$ cat config.mk
export PLATFORM = sky130hd
export DESIGN_NAME = product_bcd_converter_flat
export DESIGN_NICKNAME = d
export VERILOG_FILES = /design/src/rtl/product_bcd_converter_if.sv /design/src/rtl/product_bcd_converter.sv /design/src/flat_wrapper.sv
export SDC_FILE = /design/constraint.sdc
export NUM_CORES = 1
export LEC_CHECK = 0
export ABC_CLOCK_PERIOD_IN_PS = 2200
export CORE_ASPECT_RATIO = 1.25
export CORE_UTILIZATION = 58
export CTS_BUF_LIST = sky130_fd_sc_hd__clkbuf_2
export DETAILED_ROUTE_END_ITERATION = 10
export PLACE_DENSITY = 0.88
export SLEW_MARGIN = 20
export SYNTH_ARGS = -nofsm -noshare
export SYNTH_HDL_FRONTEND = slang
export SYNTH_SLANG_ARGS = --single-unit
export TNS_END_PERCENT = 50
$ cat constraint.sdc
create_clock -name clk -period 2.2 [get_ports clk]
set_clock_uncertainty 0.15 [all_clocks]
set_input_delay 0.33 -clock clk [delete_from_list [all_inputs] [get_ports clk]]
set_output_delay 0.33 -clock clk [all_outputs]
set_load 0.02 [all_outputs]
$ cat src/rtl/product_bcd_converter_if.sv
`default_nettype none
// ============================================================================
// Module      : product_bcd_converter_if
// Description : Bundles the upstream multiplier handshake (over, product) and
//               the converter result (busy, valid, sign, bcd).
//               master : upstream side, drives over/product, observes results
//               slave  : converter side, observes over/product, drives results
// Revision    : 1.0 - initial release
// ============================================================================
interface product_bcd_converter_if #(
  parameter int WIDTH  = 16,
  parameter int DIGITS = 5
);
  logic                  over;     // completion level from the multiplier
  logic [WIDTH-1:0]      product;  // signed product, stable while over=1
  logic                  busy;     // conversion in progress
  logic                  valid;    // sign/bcd hold a completed result
  logic                  sign;     // captured product was negative
  logic [4*DIGITS-1:0]   bcd;      // magnitude, bcd[3:0] = units digit

  modport master (
    output over,
    output product,
    input  busy,
    input  valid,
    input  sign,
    input  bcd
  );

  modport slave (
    input  over,
    input  product,
    output busy,
    output valid,
    output sign,
    output bcd
  );
endinterface
`default_nettype wire

$ cat src/rtl/product_bcd_converter.sv
`default_nettype none
// ============================================================================
// Module      : product_bcd_converter
// Description : Converts a signed two's-complement product into a sign flag
//               plus a packed-BCD magnitude using the shift-add-3 (double
//               dabble) algorithm, one bit per clock.
//               Ports:
//                 clk  - clock, rising edge
//                 clr  - asynchronous active-low reset
//                 bus  - slave modport: over/product in, busy/valid/sign/bcd out
//               A conversion starts on the rising edge of the sampled "over"
//               level and finishes WIDTH clocks later.
// Revision    : 1.0 - initial release
// ============================================================================
module product_bcd_converter #(
  parameter int WIDTH  = 16,
  parameter int DIGITS = 5
) (
  input  wire logic                 clk,
  input  wire logic                 clr,
  product_bcd_converter_if.slave    bus
);

  localparam int c_BCD_W = 4 * DIGITS;
  localparam int c_TOT_W = c_BCD_W + WIDTH;
  localparam int c_CNT_W = $clog2(WIDTH + 1);

  localparam logic [c_CNT_W-1:0] c_CNT_LOAD = c_CNT_W'(WIDTH);
  localparam logic [c_CNT_W-1:0] c_CNT_ONE  = c_CNT_W'(1);

  localparam logic [1:0] c_IDLE  = 2'd0;
  localparam logic [1:0] c_SHIFT = 2'd1;
  localparam logic [1:0] c_DONE  = 2'd2;

  logic [1:0]          r_state;
  logic [1:0]          w_next_state;
  logic                r_over_q;
  logic [c_CNT_W-1:0]  r_cnt;
  logic [c_BCD_W-1:0]  r_sr;
  logic [WIDTH-1:0]    r_mag;
  logic                r_sign;
  logic                r_valid;
  logic [c_BCD_W-1:0]  r_bcd;

  logic                w_start;
  logic                w_last;
  logic                w_busy;
  logic [WIDTH-1:0]    w_mag;
  logic [c_BCD_W-1:0]  w_adj;
  logic [c_TOT_W-1:0]  w_shifted;

  // Edge of the sampled level only; glitches between edges never start a run.
  assign w_start = bus.over & ~r_over_q;

  // Counter holds 1 during the final SHIFT cycle; it reaches 0 on that edge.
  assign w_last  = (r_cnt == c_CNT_ONE);

  // Unsigned magnitude. The most negative value maps onto itself, which read
  // as unsigned is exactly 2^(WIDTH-1), so no extra bit is required.
  assign w_mag = bus.product[WIDTH-1] ? (~bus.product + 1'b1) : bus.product;

  // Add-3 correction: any digit >= 5 would become >= 10 after doubling.
  for (genvar d = 0; d < DIGITS; d++) begin : g_digit
    logic [3:0] w_dig;
    assign w_dig = r_sr[4*d +: 4];
    assign w_adj[4*d +: 4] = (w_dig >= 4'd5) ? (w_dig + 4'd3) : w_dig;
  end

  assign w_shifted = {w_adj, r_mag} << 1;

  // --------------------------------------------------------------------------
  // FSM: state register
  // --------------------------------------------------------------------------
  always_ff @(posedge clk or negedge clr) begin
    if (!clr) begin
      r_state <= c_IDLE;
    end else begin
      r_state <= w_next_state;
    end
  end

  // --------------------------------------------------------------------------
  // FSM: next-state logic
  // --------------------------------------------------------------------------
  always_comb begin
    w_next_state = r_state;
    case (r_state)
      c_IDLE:  if (w_start)   w_next_state = c_SHIFT;
      c_SHIFT: if (w_last)    w_next_state = c_DONE;
      c_DONE:  if (!bus.over) w_next_state = c_IDLE;
      default:                w_next_state = c_IDLE;
    endcase
  end

  // --------------------------------------------------------------------------
  // FSM: outputs
  // --------------------------------------------------------------------------
  always_comb begin
    w_busy = 1'b0;
    if (r_state == c_SHIFT) begin
      w_busy = 1'b1;
    end
  end

  // --------------------------------------------------------------------------
  // Datapath
  // --------------------------------------------------------------------------
  always_ff @(posedge clk or negedge clr) begin
    if (!clr) begin
      r_over_q <= 1'b0;
      r_cnt    <= '0;
      r_sr     <= '0;
      r_mag    <= '0;
      r_sign   <= 1'b0;
      r_valid  <= 1'b0;
      r_bcd    <= '0;
    end else begin
      // over_q tracks over in every state, so a re-rise during SHIFT is
      // consumed there and cannot trigger a capture once back in IDLE.
      r_over_q <= bus.over;
      case (r_state)
        c_IDLE: begin
          if (w_start) begin
            r_sign  <= bus.product[WIDTH-1];
            r_mag   <= w_mag;
            r_sr    <= '0;
            r_cnt   <= c_CNT_LOAD;
            r_valid <= 1'b0;
          end
        end
        c_SHIFT: begin
          {r_sr, r_mag} <= w_shifted;
          r_cnt         <= r_cnt - 1'b1;
          // bcd is only ever loaded from a finished conversion.
          if (w_last) begin
            r_bcd   <= w_shifted[c_TOT_W-1 -: c_BCD_W];
            r_valid <= 1'b1;
          end
        end
        default: begin
        end
      endcase
    end
  end

  assign bus.busy  = w_busy;
  assign bus.valid = r_valid;
  assign bus.sign  = r_sign;
  assign bus.bcd   = r_bcd;

endmodule
`default_nettype wire

$ cat src/flat_wrapper.sv
// flat-port wrapper written by rule: the top's interface ports become plain ports
module product_bcd_converter_flat 
#(
  parameter int WIDTH  = 16,
  parameter int DIGITS = 5
)
  (clk, clr, bus_over, bus_product, bus_busy, bus_valid, bus_sign, bus_bcd);
  product_bcd_converter_if #(.WIDTH(WIDTH), .DIGITS(DIGITS)) bus_i ();
  input  wire logic clk;
  input  wire logic clr;
  input wire logic [$bits(bus_i.over)-1:0] bus_over;
  input wire logic [$bits(bus_i.product)-1:0] bus_product;
  output wire logic [$bits(bus_i.busy)-1:0] bus_busy;
  output wire logic [$bits(bus_i.valid)-1:0] bus_valid;
  output wire logic [$bits(bus_i.sign)-1:0] bus_sign;
  output wire logic [$bits(bus_i.bcd)-1:0] bus_bcd;
  assign bus_i.over = bus_over;
  assign bus_i.product = bus_product;
  assign bus_busy = bus_i.busy;
  assign bus_valid = bus_i.valid;
  assign bus_sign = bus_i.sign;
  assign bus_bcd = bus_i.bcd;
  product_bcd_converter #(.WIDTH(WIDTH), .DIGITS(DIGITS)) u_core (.clk(clk), .clr(clr), .bus(bus_i));
endmodule
# [After elaboration in Yosys (flattened, before gate mapping)]
# Cells that the tools add are included.
[classes] add_sub_neg=7 magnitude_cmp=5 eq_ne=6 muxes=20 bitwise_logic=3 n_reduce_logical=7
[ops] operator="$pmux 20 s2" n=1
[ops] operator="$mux 16" n=2
[ops] operator="$pmux 16 s2" n=1
[ops] operator="$ge 4x3->1 const B" n=5
[ops] operator="$mux 20" n=1
[ops] operator="$add 16x1->16 const B" n=1
[ops] operator="$add 4x2->4 const B" n=4
[ops] operator="$mux 4" n=4
[ops] operator="$not 16->16" n=1
[ops] operator="$pmux 5 s2" n=1
[ops] operator="$mux 2" n=3
[ops] operator="$pmux 2 s3" n=1
[ops] operator="$reduce_and 2->1" n=3
[ops] operator="$reduce_and 3->1" n=2
[ops] operator="$eq 5x1->1 const B" n=1
[ops] operator="$mux 5" n=1
[ops] operator="$sub 5x1->5 const B" n=1
[ops] operator="$ne 2x1->1 const B" n=2
[ops] operator="$add 3x2->3 const B" n=1
[ops] operator="$mux 1" n=3
[ops] operator="$mux 3" n=1
[ops] operator="$eq 2x1->1 const B" n=1
[ops] operator="$eq 2x2->1 const B" n=1
[ops] operator="$logic_not 2->1" n=1
[ops] operator="other kinds (5)" n=5
[totals] register_bits=66 inputBits=19 word_cells=56

# [Logic depth before layout (Yosys ltp)]
# Gate-level depths: netlist of run 1.
[logic_depth] word_depth=5 depth_mapped=7 mapped_depth_nobuf=6

# [Least setup slack after synthesis of run 1]
# OpenSTA, ideal clock, no wires.
[synth_path] path_kind="reg2reg" from="register u_core.r_cnt[0]" to="register u_core.r_bcd[17] (netlist: u_core.bus.bcd[17])" setup_time_ns=0.125 arrival_ns=1.530 setup_slack_ns=0.395 path_stages_with_launch=6 path_buffers=1 path_cell_list="dfrtp_1 -> ha_1 -> nor4b_2 -> nand2_1 -> clkbuf_1 -> mux2_2"
[synth_between] elab_chain_cells=2
[synth_lines] element="start, declared" line_no="product_bcd_converter.sv:38" source="logic [c_CNT_W-1:0] r_cnt;"
[synth_lines] element="start signal, assigned" line_no="product_bcd_converter.sv:127" source="r_cnt <= c_CNT_LOAD;"
[synth_lines] element="start signal, assigned" line_no="product_bcd_converter.sv:133" source="r_cnt <= r_cnt - 1'b1;"
[synth_lines] element="$eq 5x1->1" line_no="product_bcd_converter.sv:56" source="assign w_last = (r_cnt == c_CNT_ONE);"
[synth_lines] element="$reduce_and 2->1 (no line)"
[synth_lines] element="end signal, assigned" line_no="product_bcd_converter.sv:136" source="r_bcd <= w_shifted[c_TOT_W-1 -: c_BCD_W];"
[synth_lines] element="end, declared" line_no="product_bcd_converter.sv:43" source="logic [c_BCD_W-1:0] r_bcd;"
# No other way between the ends.
# A chain may end at the register's enable or synchronous reset.

# [Final worst setup path of run 1]
[layout_path] from="register u_core.r_state[1]" to="output bus_busy"
[layout_between] elab_chain_cells=2
[layout_lines] element="start, declared" line_no="product_bcd_converter.sv:35" source="logic [1:0] r_state;"
[layout_lines] element="start signal, assigned" line_no="product_bcd_converter.sv:76" source="r_state <= c_IDLE;"
[layout_lines] element="start signal, assigned" line_no="product_bcd_converter.sv:78" source="r_state <= w_next_state;"
[layout_lines] element="$eq 2x1->1" line_no="product_bcd_converter.sv:100" source="if (r_state == c_SHIFT) begin"
[layout_lines] element="$mux 1" line_no="product_bcd_converter.sv:100"
[layout_lines] element="end, declared" line_no="flat_wrapper.sv:13" source="output wire logic [$bits(bus_i.busy)-1:0] bus_busy;"
# No other way between the ends.

==> results of run 1 <==
## metal layers
layer  GRT usage, %  part of all wire, %  vias up
li1               -                    -     1342
met1           28.5                   42     1347
met4           9.27                  1.3        0
met5              0                    0        -
met3           5.52                  4.2        9
met2           46.3                   52       66
## final timing paths
| path | startpoint | end | slack (ns) | depth (start not counted) |
|---|---|---|---|---|
| worst min register to register | u_core.bus.bcd[14] | u_core.bus.bcd[14] | 0.35 | 2 |
| min in group clk | bus_over | u_core.r_over_q | 0.22 | 1 |
| worst min-delay path | clr | u_core.r_sr[12] | 0.22 | 3 |
| worst max register to register | u_core.r_cnt[1] | u_core.bus.bcd[5] | 0.26 | 6 |
| max in group asynchronous | clr | u_core.r_sr[5] | 1.37 | 3 |
| worst max-delay path | u_core.r_state[1] | bus_busy | 0.08 | 3 |
## worst reg2reg max path, delay by kind of cell, from the launching register on
family	cells	cell delay (ns)
buffers and inverters	2	0.33
muxes	1	0.29
and+or+nand+nor	2	0.51
adders and majority gates	1	0.13
DFF	1	0.43
## sequential cells by signal (all words and copies together), names as in the netlist
| name | cells |
|---|---|
| u_core.r_over_q | 1 |
| u_core.bus.valid | 1 |
| u_core.r_mag | 16 |
| u_core.bus.bcd | 20 |
| u_core.r_sr | 20 |
| u_core.bus.sign | 1 |
| u_core.r_cnt | 5 |
| u_core.r_state | 2 |
## metrics by stage
step / power [mW] / setup WS [ns]
floorplan: 3.67 / 0.395
global placement: 4.47 / -0.0670
detailed placement: 4.63 / -0.171
CTS: 5.28 / 0.0583
global route: 5.67 / 0.00241
finish: 5.26 / 0.0802
## placed cells by master (no fill, tap or decap), drive strengths merged, types with 9 or more instances in the layout
master	Yosys	final
a21oi	14	14
buf	5	24
clkbuf	14	12
clkdlybuf4s50	0	39
dfrtp	66	66
ha	13	13
inv	16	16
mux2	11	11
nand2	42	42
nand3	9	9
nor3b	15	15
o21ai	51	51
## logic make-up (layout without fill, tap and decap cells)
kind of cell	count (synthesis)	after routing
adder cells (fa/ha/maj)	13	13
buffers and inverters	35	97
AO/OA/AOI/OAI	91	91
XOR/XNOR	14	14
AND/OR/NAND/NOR	109	109
flip-flops	66	66
multiplexers	17	17
## report_power, final
part           switching, mW  total [mW]  internal, mW
clock                  0.403       0.673         0.269
sequential             0.396        2.10          1.71
combinational           1.33        2.49          1.16
## cell type report
type                            count  area (sq um)
Clock buffer                       12          60.1
Timing Repair Buffer               65           612
Clock inverter                      4          42.5
Inverter                           16          60.1
Fill cell                         423          1410
Multi-Input combinational cell    244          1640
Tap cell                           64          80.1
Sequential cell                    66          1650
## what timing repair did
| item | CTS | global route |
|---|---|---|
| gates cloned | 0 | 0 |
| gates resized for setup | 1 | 1 |
| hold buffers | 1 | 0 |
| endpoints found under the hold margin | 66 | 0 |
| endpoints found under the setup margin | 1 | 1 |
==> flow_summary.json, run 1 <==
{
  "detailedRoute.firstPassIterationCount": 8,
  "hold_viol": 0,
  "period_minus_slack_ns": 2.12,
  "yosys_warnings": 0,
  "holdWs_ns": 0.218,
  "worstPathArrival_ns": 1.64,
  "post_cts_buffers": 0,
  "drv_cap": 0,
  "drt_iter0_drc": 236,
  "synth-edff-count": 0,
  "setup_violations": 0,
  "placed_area_sq_mm": 0.00404,
  "io_buffers": 41,
  "ios": 42,
  "dieWidth_um": 70.7,
  "ys_seq_area_share_pct": 48.2,
  "grt_pass1_vias": 2795,
  "drv_slew": 0,
  "tightest_slew_ns": 0.452,
  "grt_setup_unrepaired": "false",
  "violations": "design-rule violations",
  "clkSinkCount": 66,
  "cts.clk_slew.worst_paths_ns": 0.16,
  "diodes": 0,
  "outcome": "complete, but fails checks",
  "fin_crit_sh_pct": 96.4,
  "crit_path_end_kind": "primary output",
  "crit_family": "buffers and inverters",
  "drc": 6,
  "fin_util_pct": 74.7,
  "htreeDepth": 3,
  "crit_fanout": 5,
  "grt_max_degree": 67,
  "async_flop_share_pct": 100,
  "final_antenna_net_count": 0,
  "yosysTopAreaCell": "dfrtp_1",
  "synthTopCellsByArea": "dfrtp_1 48%, o21ai_0 6.6%, ha_1 4.7%",
  "placementRows": 30,
  "via_per_inst": 5.87,
  "die_height_um": 87.9,
  "power_density_mw_per_mm2": 1270,
  "cts_root_buf": "clkbuf_2",
  "peakVddDrop_mv": 0.533,
  "antenna_found_initial": 0,
  "synthTopCellsByCount": "66 x dfrtp_1, 45 x o21ai_0, 42 x nand2_1",
  "vias": 2764,
  "synth_top_family_by_area": "simple AND/OR/NAND/NOR gates",
  "synthSimpleGateAreaFrac_pct": 18.0,
  "syn_avg_cell_area_sq_um": 9.93,
  "overflow": 0,
  "grt_pass1_wl_mm": 12.2,
  "fin_setup_tns_ns": 0,
  "synth_xor_xnor_area_share_pct": 3.58,
  "postRouteWirelength_mm": 6.90,
  "drt-wirelength-per-cell_um": 14.6,
  "yosysTopAreaCellShare_pct": 48.2,
  "cpPeakStageDelay_ns": 0.46,
  "clk_latency_ns": 0.48,
  "cts_buffer_depth": 2,
  "start_util_pct": 61.7,
  "synthCells": 345,
  "fmax_ghz": 0.472,
  "synth_most_common_cell": "dfrtp_1",
  "core_sq_mm": 0.00556,
  "worstPathRequired_ns": 1.72,
  "ys_ff_latch": 66,
  "final_nets": 434,
  "slew_headroom_pct": 69.6,
  "p_leak_nw": 1.81,
  "dieArea_sq_mm": 0.00622,
  "synthMuxAreaShare_pct": 5.37,
  "grt_usage_pct": 25.1,
  "criticalPathCategory": "flop to primary output",
  "synth_adder_area_share_pct": 4.75,
  "synth_nets": 377,
  "final_area_sq_mm": 0.00415,
  "fin_cells": 471,
  "dp.cells": 454,
  "synthFlopType": "dfrtp_1",
  "synth_compound_area_share_pct": 16.1,
  "crit_buf_inv": 2,
  "crit_chain": "or2b_1, inv_1, dlygate4sd2_1",
  "dp_hpwl_mm": 4.98,
  "start_kind": "flop",
  "numCtsBuffers": 9,
  "routabilityCongestion": 0.827,
  "cts_tree": "yes",
  "drive_above_1_share_pct": 14.0,
  "min_path_type": "primary input to async pin",
  "slowest_stage": "dfrtp_1",
  "yosysUniqueCellTypes": 39,
  "synth_area_sq_mm": 0.00343,
  "area_growth_pct": 21.1
}
(Power assumes the default switching activity.)
==> run 2: changes to the inputs <==
--- a/config.mk
+++ b/config.mk
@@ -6,11 +6,13 @@
 export NUM_CORES = 1
 export LEC_CHECK = 0
 export ABC_CLOCK_PERIOD_IN_PS = 2200
+export CAP_MARGIN = 20
 export CORE_ASPECT_RATIO = 1.25
 export CORE_UTILIZATION = 58
 export CTS_BUF_LIST = sky130_fd_sc_hd__clkbuf_2
 export DETAILED_ROUTE_END_ITERATION = 10
 export PLACE_DENSITY = 0.88
+export RECOVER_POWER = 25
 export SLEW_MARGIN = 20
 export SYNTH_ARGS = -nofsm -noshare
 export SYNTH_HDL_FRONTEND = slang
==> flow_summary.json, run 2 (synthesis results as in run 1) <==
{
  "routabilityCongestion": 0.827,
  "grt_pass1_vias": 2795,
  "min_path_type": "primary input to async pin",
  "period_minus_slack_ns": 2.11,
  "numCtsBuffers": 9,
  "worstPathArrival_ns": 1.63,
  "clkSinkCount": 66,
  "placed_area_sq_mm": 0.00404,
  "final_nets": 434,
  "cts_root_buf": "clkbuf_2",
  "setup_violations": 0,
  "core_sq_mm": 0.00556,
  "placementRows": 30,
  "drc": 6,
  "dieWidth_um": 70.7,
  "cts_tree": "yes",
  "drv_slew": 0,
  "mostFrequentLayoutCells": "65 x dfrtp_1, 44 x o21ai_0, 42 x nand2_1, 38 x clkdlybuf4s50_1, 21 x buf_4",
  "total_power_mw": 5.26,
  "diodes": 0,
  "via_per_inst": 5.88,
  "overflow": 0,
  "dieArea_sq_mm": 0.00622,
  "postRouteWirelength_mm": 6.92,
  "vias": 2770,
  "slew_headroom_pct": 69.5,
  "area_growth_pct": 21.0,
  "detailedRoute.firstPassIterationCount": 8,
  "peakVddDrop_mv": 0.533,
  "drive_above_1_share_pct": 13.8,
  "fmax_ghz": 0.475,
  "htreeDepth": 3,
  "drv_cap": 0,
  "final_antenna_net_count": 0,
  "criticalPathCategory": "flop to primary output",
  "fin_setup_tns_ns": 0,
  "crit_fanout": 5,
  "r2r-start": "u_core.r_cnt[1]",
  "die_height_um": 87.9,
  "tightest_slew_ns": 0.458,
  "ios": 42,
  "dp_hpwl_mm": 4.98,
  "grt_usage_pct": 25.1,
  "preCtsSetupSlack_ns": -0.171,
  "grt_setup_unrepaired": "false",
  "setup_ws_ns": 0.0928,
  "cp-startpoint": "u_core.r_state[1]",
  "drt-wirelength-per-cell_um": 14.7,
  "cts_buffer_depth": 2,
  "grt_max_degree": 67,
  "start_kind": "flop",
  "antenna_found_initial": 0,
  "final_area_sq_mm": 0.00415,
  "drt_iter0_drc": 236,
  "crit_path_end_kind": "primary output",
  "layout_commonest_cell": "dfrtp_1",
  "violations": "design-rule violations",
  "power_density_mw_per_mm2": 1270,
  "clk_latency_ns": 0.47,
  "worstPathRequired_ns": 1.72,
  "outcome": "complete, but fails checks",
  "fin_crit_sh_pct": 95.8,
  "hold_viol": 0,
  "start_util_pct": 61.7,
  "cts.clk_slew.worst_paths_ns": 0.16,
  "grt_pass1_wl_mm": 12.2,
  "io_buffers": 41,
  "p_leak_nw": 1.81
}
[run 2: stage by stage]
stage | cells | hold slack, ns | util (%)
after global placement | 454 | 0.220 | 72.6
after global routing | 471 | 0.274 | 74.6
after floorplan | 345 | -0.116 | -
after CTS | 471 | 0.207 | 74.6
after detailed placement | 454 | 0.221 | 72.6
final | 471 | 0.268 | 74.6
[run 2: power breakdown]
part | internal, mW | switching [mW] | leakage, nW
combinational | 1.16 | 1.33 | 0.884
sequential | 1.71 | 0.399 | 0.855
clock | 0.269 | 0.401 | 0.0710
[run 2: timing repair]
item | CTS | global route
hold buffers | 1 | 0
endpoints found under the setup margin | 1 | 1
resized for setup | 1 | 1
cloned | 0 | 0
hold endpoints to repair | 66 | 0
buffers inserted | 0 | 0
[run 2: path summary, 6_finish.rpt]
path,endpoint,slack [ns],cells after the start
worst max register to register,u_core.bus.bcd[5],0.26,6
worst min-delay path,u_core.r_sr[12],0.27,3
max in group asynchronous,u_core.r_sr[5],1.31,3
min in group clk,u_core.bus.bcd[14],0.35,2
worst max-delay path,bus_busy,0.09,3
worst min register to register,u_core.bus.bcd[14],0.35,2
[run 2: layer usage]
| metal | vias to the layer above | part of all wire, % | track usage, % | routed length [um] |
|---|---|---|---|---|
| li1 | 1343 | - | - | - |
| met1 | 1352 | 43 | 28.5 | 2970 |
| met2 | 67 | 52 | 46.3 | 3600 |
| met3 | 8 | 3.8 | 5.52 | 261 |
| met4 | 0 | 1.3 | 9.27 | 87 |
| met5 | - | 0 | 0 | 0 |
[run 2: final cells by class]
cell class	instances	area [sq um]
Clock buffer	12	60.1
Clock inverter	4	42.5
Fill cell	422	1410
Inverter	16	60.1
Multi-Input combinational cell	244	1640
Sequential cell	66	1650
Tap cell	64	80.1
Timing Repair Buffer	65	611
[run 2: critical path: stages, from the launching register on]
cell and delay, ns:
dfrtp_1 0.46, or2b_1 0.25, inv_1 0.12, dlygate4sd2_1 0.35
==> run 3: changes to the inputs <==
--- a/config.mk
+++ b/config.mk
@@ -7,11 +7,14 @@
 export LEC_CHECK = 0
 export ABC_CLOCK_PERIOD_IN_PS = 2200
 export CAP_MARGIN = 20
+export CELL_PAD_IN_SITES_DETAIL_PLACEMENT = 0
+export CELL_PAD_IN_SITES_GLOBAL_PLACEMENT = 1
 export CORE_ASPECT_RATIO = 1.25
-export CORE_UTILIZATION = 58
+export CORE_UTILIZATION = 45
 export CTS_BUF_LIST = sky130_fd_sc_hd__clkbuf_2
+export CTS_CLUSTER_SIZE = 14
 export DETAILED_ROUTE_END_ITERATION = 10
-export PLACE_DENSITY = 0.88
+export PLACE_DENSITY = 0.87
 export RECOVER_POWER = 25
 export SLEW_MARGIN = 20
 export SYNTH_ARGS = -nofsm -noshare
==> constraint.sdc (replaced) <==
create_clock -name clk -period 2.2 [get_ports clk]
set_clock_uncertainty 0.15 [all_clocks]
set_input_delay 0.33 -clock clk [delete_from_list [all_inputs] [get_ports clk]]
set_output_delay 0.33 -clock clk [all_outputs]
set_load 0.01 [all_outputs]
==> flow_summary.json, run 3 (synthesis results as in run 1) <==
{
  "outcome": "complete, but fails checks",
  "violations": "max-capacitance violations, max-slew violations",
  "hold_end": "u_core.r_over_q",
  "fin_util_pct": 57.2,
  "worstPathRequired_ns": 1.72,
  "die_height_um": 99.6,
  "final_antenna_net_count": 0,
  "min_path_type": "primary input to flop",
  "diodes": 0,
  "vias": 2728,
  "timing.rr.end": "u_core.r_mag[9]",
  "numCtsBuffers": 9,
  "grt_usage_pct": 20.1,
  "routabilityCongestion": 0.796,
  "cts_buffer_depth": 2,
  "reg2regPathDepth": 4,
  "dieWidth_um": 80.0,
  "mostFrequentLayoutCells": "66 x dfrtp_1, 44 x o21ai_0, 42 x nand2_1, 39 x clkdlybuf4s50_1, 24 x buf_4",
  "grt_pass1_vias": 2742,
  "power_density_mw_per_mm2": 1210,
  "placed_area_sq_mm": 0.00409,
  "cts_tree": "yes",
  "core_sq_mm": 0.00736,
  "setup_violations": 0,
  "clkSinkCount": 66,
  "p_int_mw": 3.14,
  "area_growth_pct": 22.8,
  "netSwitchingFraction_pct": 38.5,
  "htreeDepth": 3,
  "hold_viol": 0,
  "crit_fanout": 7,
  "overflow": 0,
  "crit_path_end_kind": "primary output",
  "hp-start": "bus_over",
  "postRouteWirelength_mm": 6.97,
  "preCtsSetupSlack_ns": -0.155,
  "antenna_found_initial": 0,
  "final_area_sq_mm": 0.00421,
  "peakVddDrop_mv": 0.571,
  "placementRows": 35,
  "worstPathArrival_ns": 1.58,
  "clk_latency_ns": 0.49,
  "n_fill_cell": 687,
  "criticalPathCategory": "flop to primary output",
  "start_util_pct": 46.6,
  "detailedRoute.firstPassIterationCount": 4,
  "p_leak_nw": 1.83,
  "setup_ws_ns": 0.143,
  "min_path_cells": 2,
  "p_comb_share_pct": 45.8,
  "drv_cap": 1,
  "drive_above_1_share_pct": 14.4,
  "p_sw_mw": 1.96,
  "grt_max_degree": 39,
  "clkPwrFrac_pct": 13.3,
  "cts_root_buf": "clkbuf_2",
  "drt-wirelength-per-cell_um": 13.9,
  "cp-startpoint": "u_core.r_state[1]",
  "ios": 42,
  "drv_slew": 27,
  "period_minus_slack_ns": 2.06,
  "pwr-share-seq_pct": 40.9,
  "r2r_slack_ns": 0.23,
  "cts.clk_slew.worst_paths_ns": 0.18,
  "grt_pass1_wl_mm": 12.3,
  "fmax_ghz": 0.486,
  "r2r-start": "u_core.r_state[1]",
  "start_kind": "flop",
  "dp_hpwl_mm": 4.94,
  "final_nets": 438,
  "dieArea_sq_mm": 0.00797,
  "io_buffers": 41,
  "drc": 0,
  "tightest_slew_ns": 1.51,
  "grt_setup_unrepaired": "false",
  "drt_iter0_drc": 150,
  "layout_commonest_cell": "dfrtp_1",
  "fin_crit_sh_pct": 93.5,
  "slew_headroom_pct": -0.950,
  "via_per_inst": 5.42
}
==> run 3: routing by layer <==
layer,wire (um),GRT usage [%]
met3,181,3.03
met5,0,0
met4,160,10.6
met2,3610,35.5
met1,3020,23.2
==> run 3: metrics by stage <==
step                      power (mW)  TNS [ns]  hold WS [ns]  cells
final                           5.10         0         0.274    503
after global routing            5.57         0         0.259    503
after CTS                       5.16         0         0.201    503
after detailed placement        4.46    -0.595         0.231    484
after global placement          4.36    -0.268         0.239    484
after floorplan                 3.53         0        -0.116    345
==> run 3: how the worst max path moves through the flow <==
| stage | end | slack (ns) | cells after the start |
|---|---|---|---|
| 6_report | bus_busy | 0.14 | 3 |
| 3_5_place_dp | u_core.r_mag[6] | -0.15 | 7 |
| 5_1_grt | bus_busy | 0.05 | 3 |
| 2_1_floorplan | u_core.bus.bcd[17] | 0.40 | 5 |
| 4_1_cts | bus_busy | 0.1 | 3 |
| 3_3_place_gp | u_core.r_mag[6] | -0.08 | 7 |
==> run 3: power groups by stage <==
stage | Clock, mW | Sequential (mW) | Combinational (mW)
final | 0.677 | 2.09 | 2.33
after detailed placement | 0 | 2.12 | 2.33
after floorplan | 0 | 2.11 | 1.42
after CTS | 0.695 | 2.09 | 2.38
after global routing | 0.755 | 2.16 | 2.65
after global placement | 0 | 2.10 | 2.26
==> run 3: area by class of cell <==
| cell class | instances | area [sq um] | share of cell area, % |
|---|---|---|---|
| clock inverters | 4 | 42.5 | 1.01 |
| clock buffers | 12 | 60.1 | 1.43 |
| inverters | 16 | 60.1 | 1.43 |
| flip-flops and latches | 66 | 1650 | 39.3 |
| well taps | 92 | 115 | 2.74 |
| repair buffers | 69 | 637 | 15.1 |
| multi-input cells | 244 | 1640 | 39.0 |
==> run 3: worst max-delay path, cell delays in order (launching register included) <==
cell	delay [ns]
dfrtp_1	0.42
or2b_1	0.25
inv_2	0.13
dlygate4sd2_1	0.28
==> run 3: what timing repair did <==
item | in CTS | in global routing
endpoints found under the setup margin | 1 | 0
hold buffers | 1 | 0
endpoints found under the hold margin | 25 | 0
buffers inserted | 2 | 0
resized for setup | 2 | 0
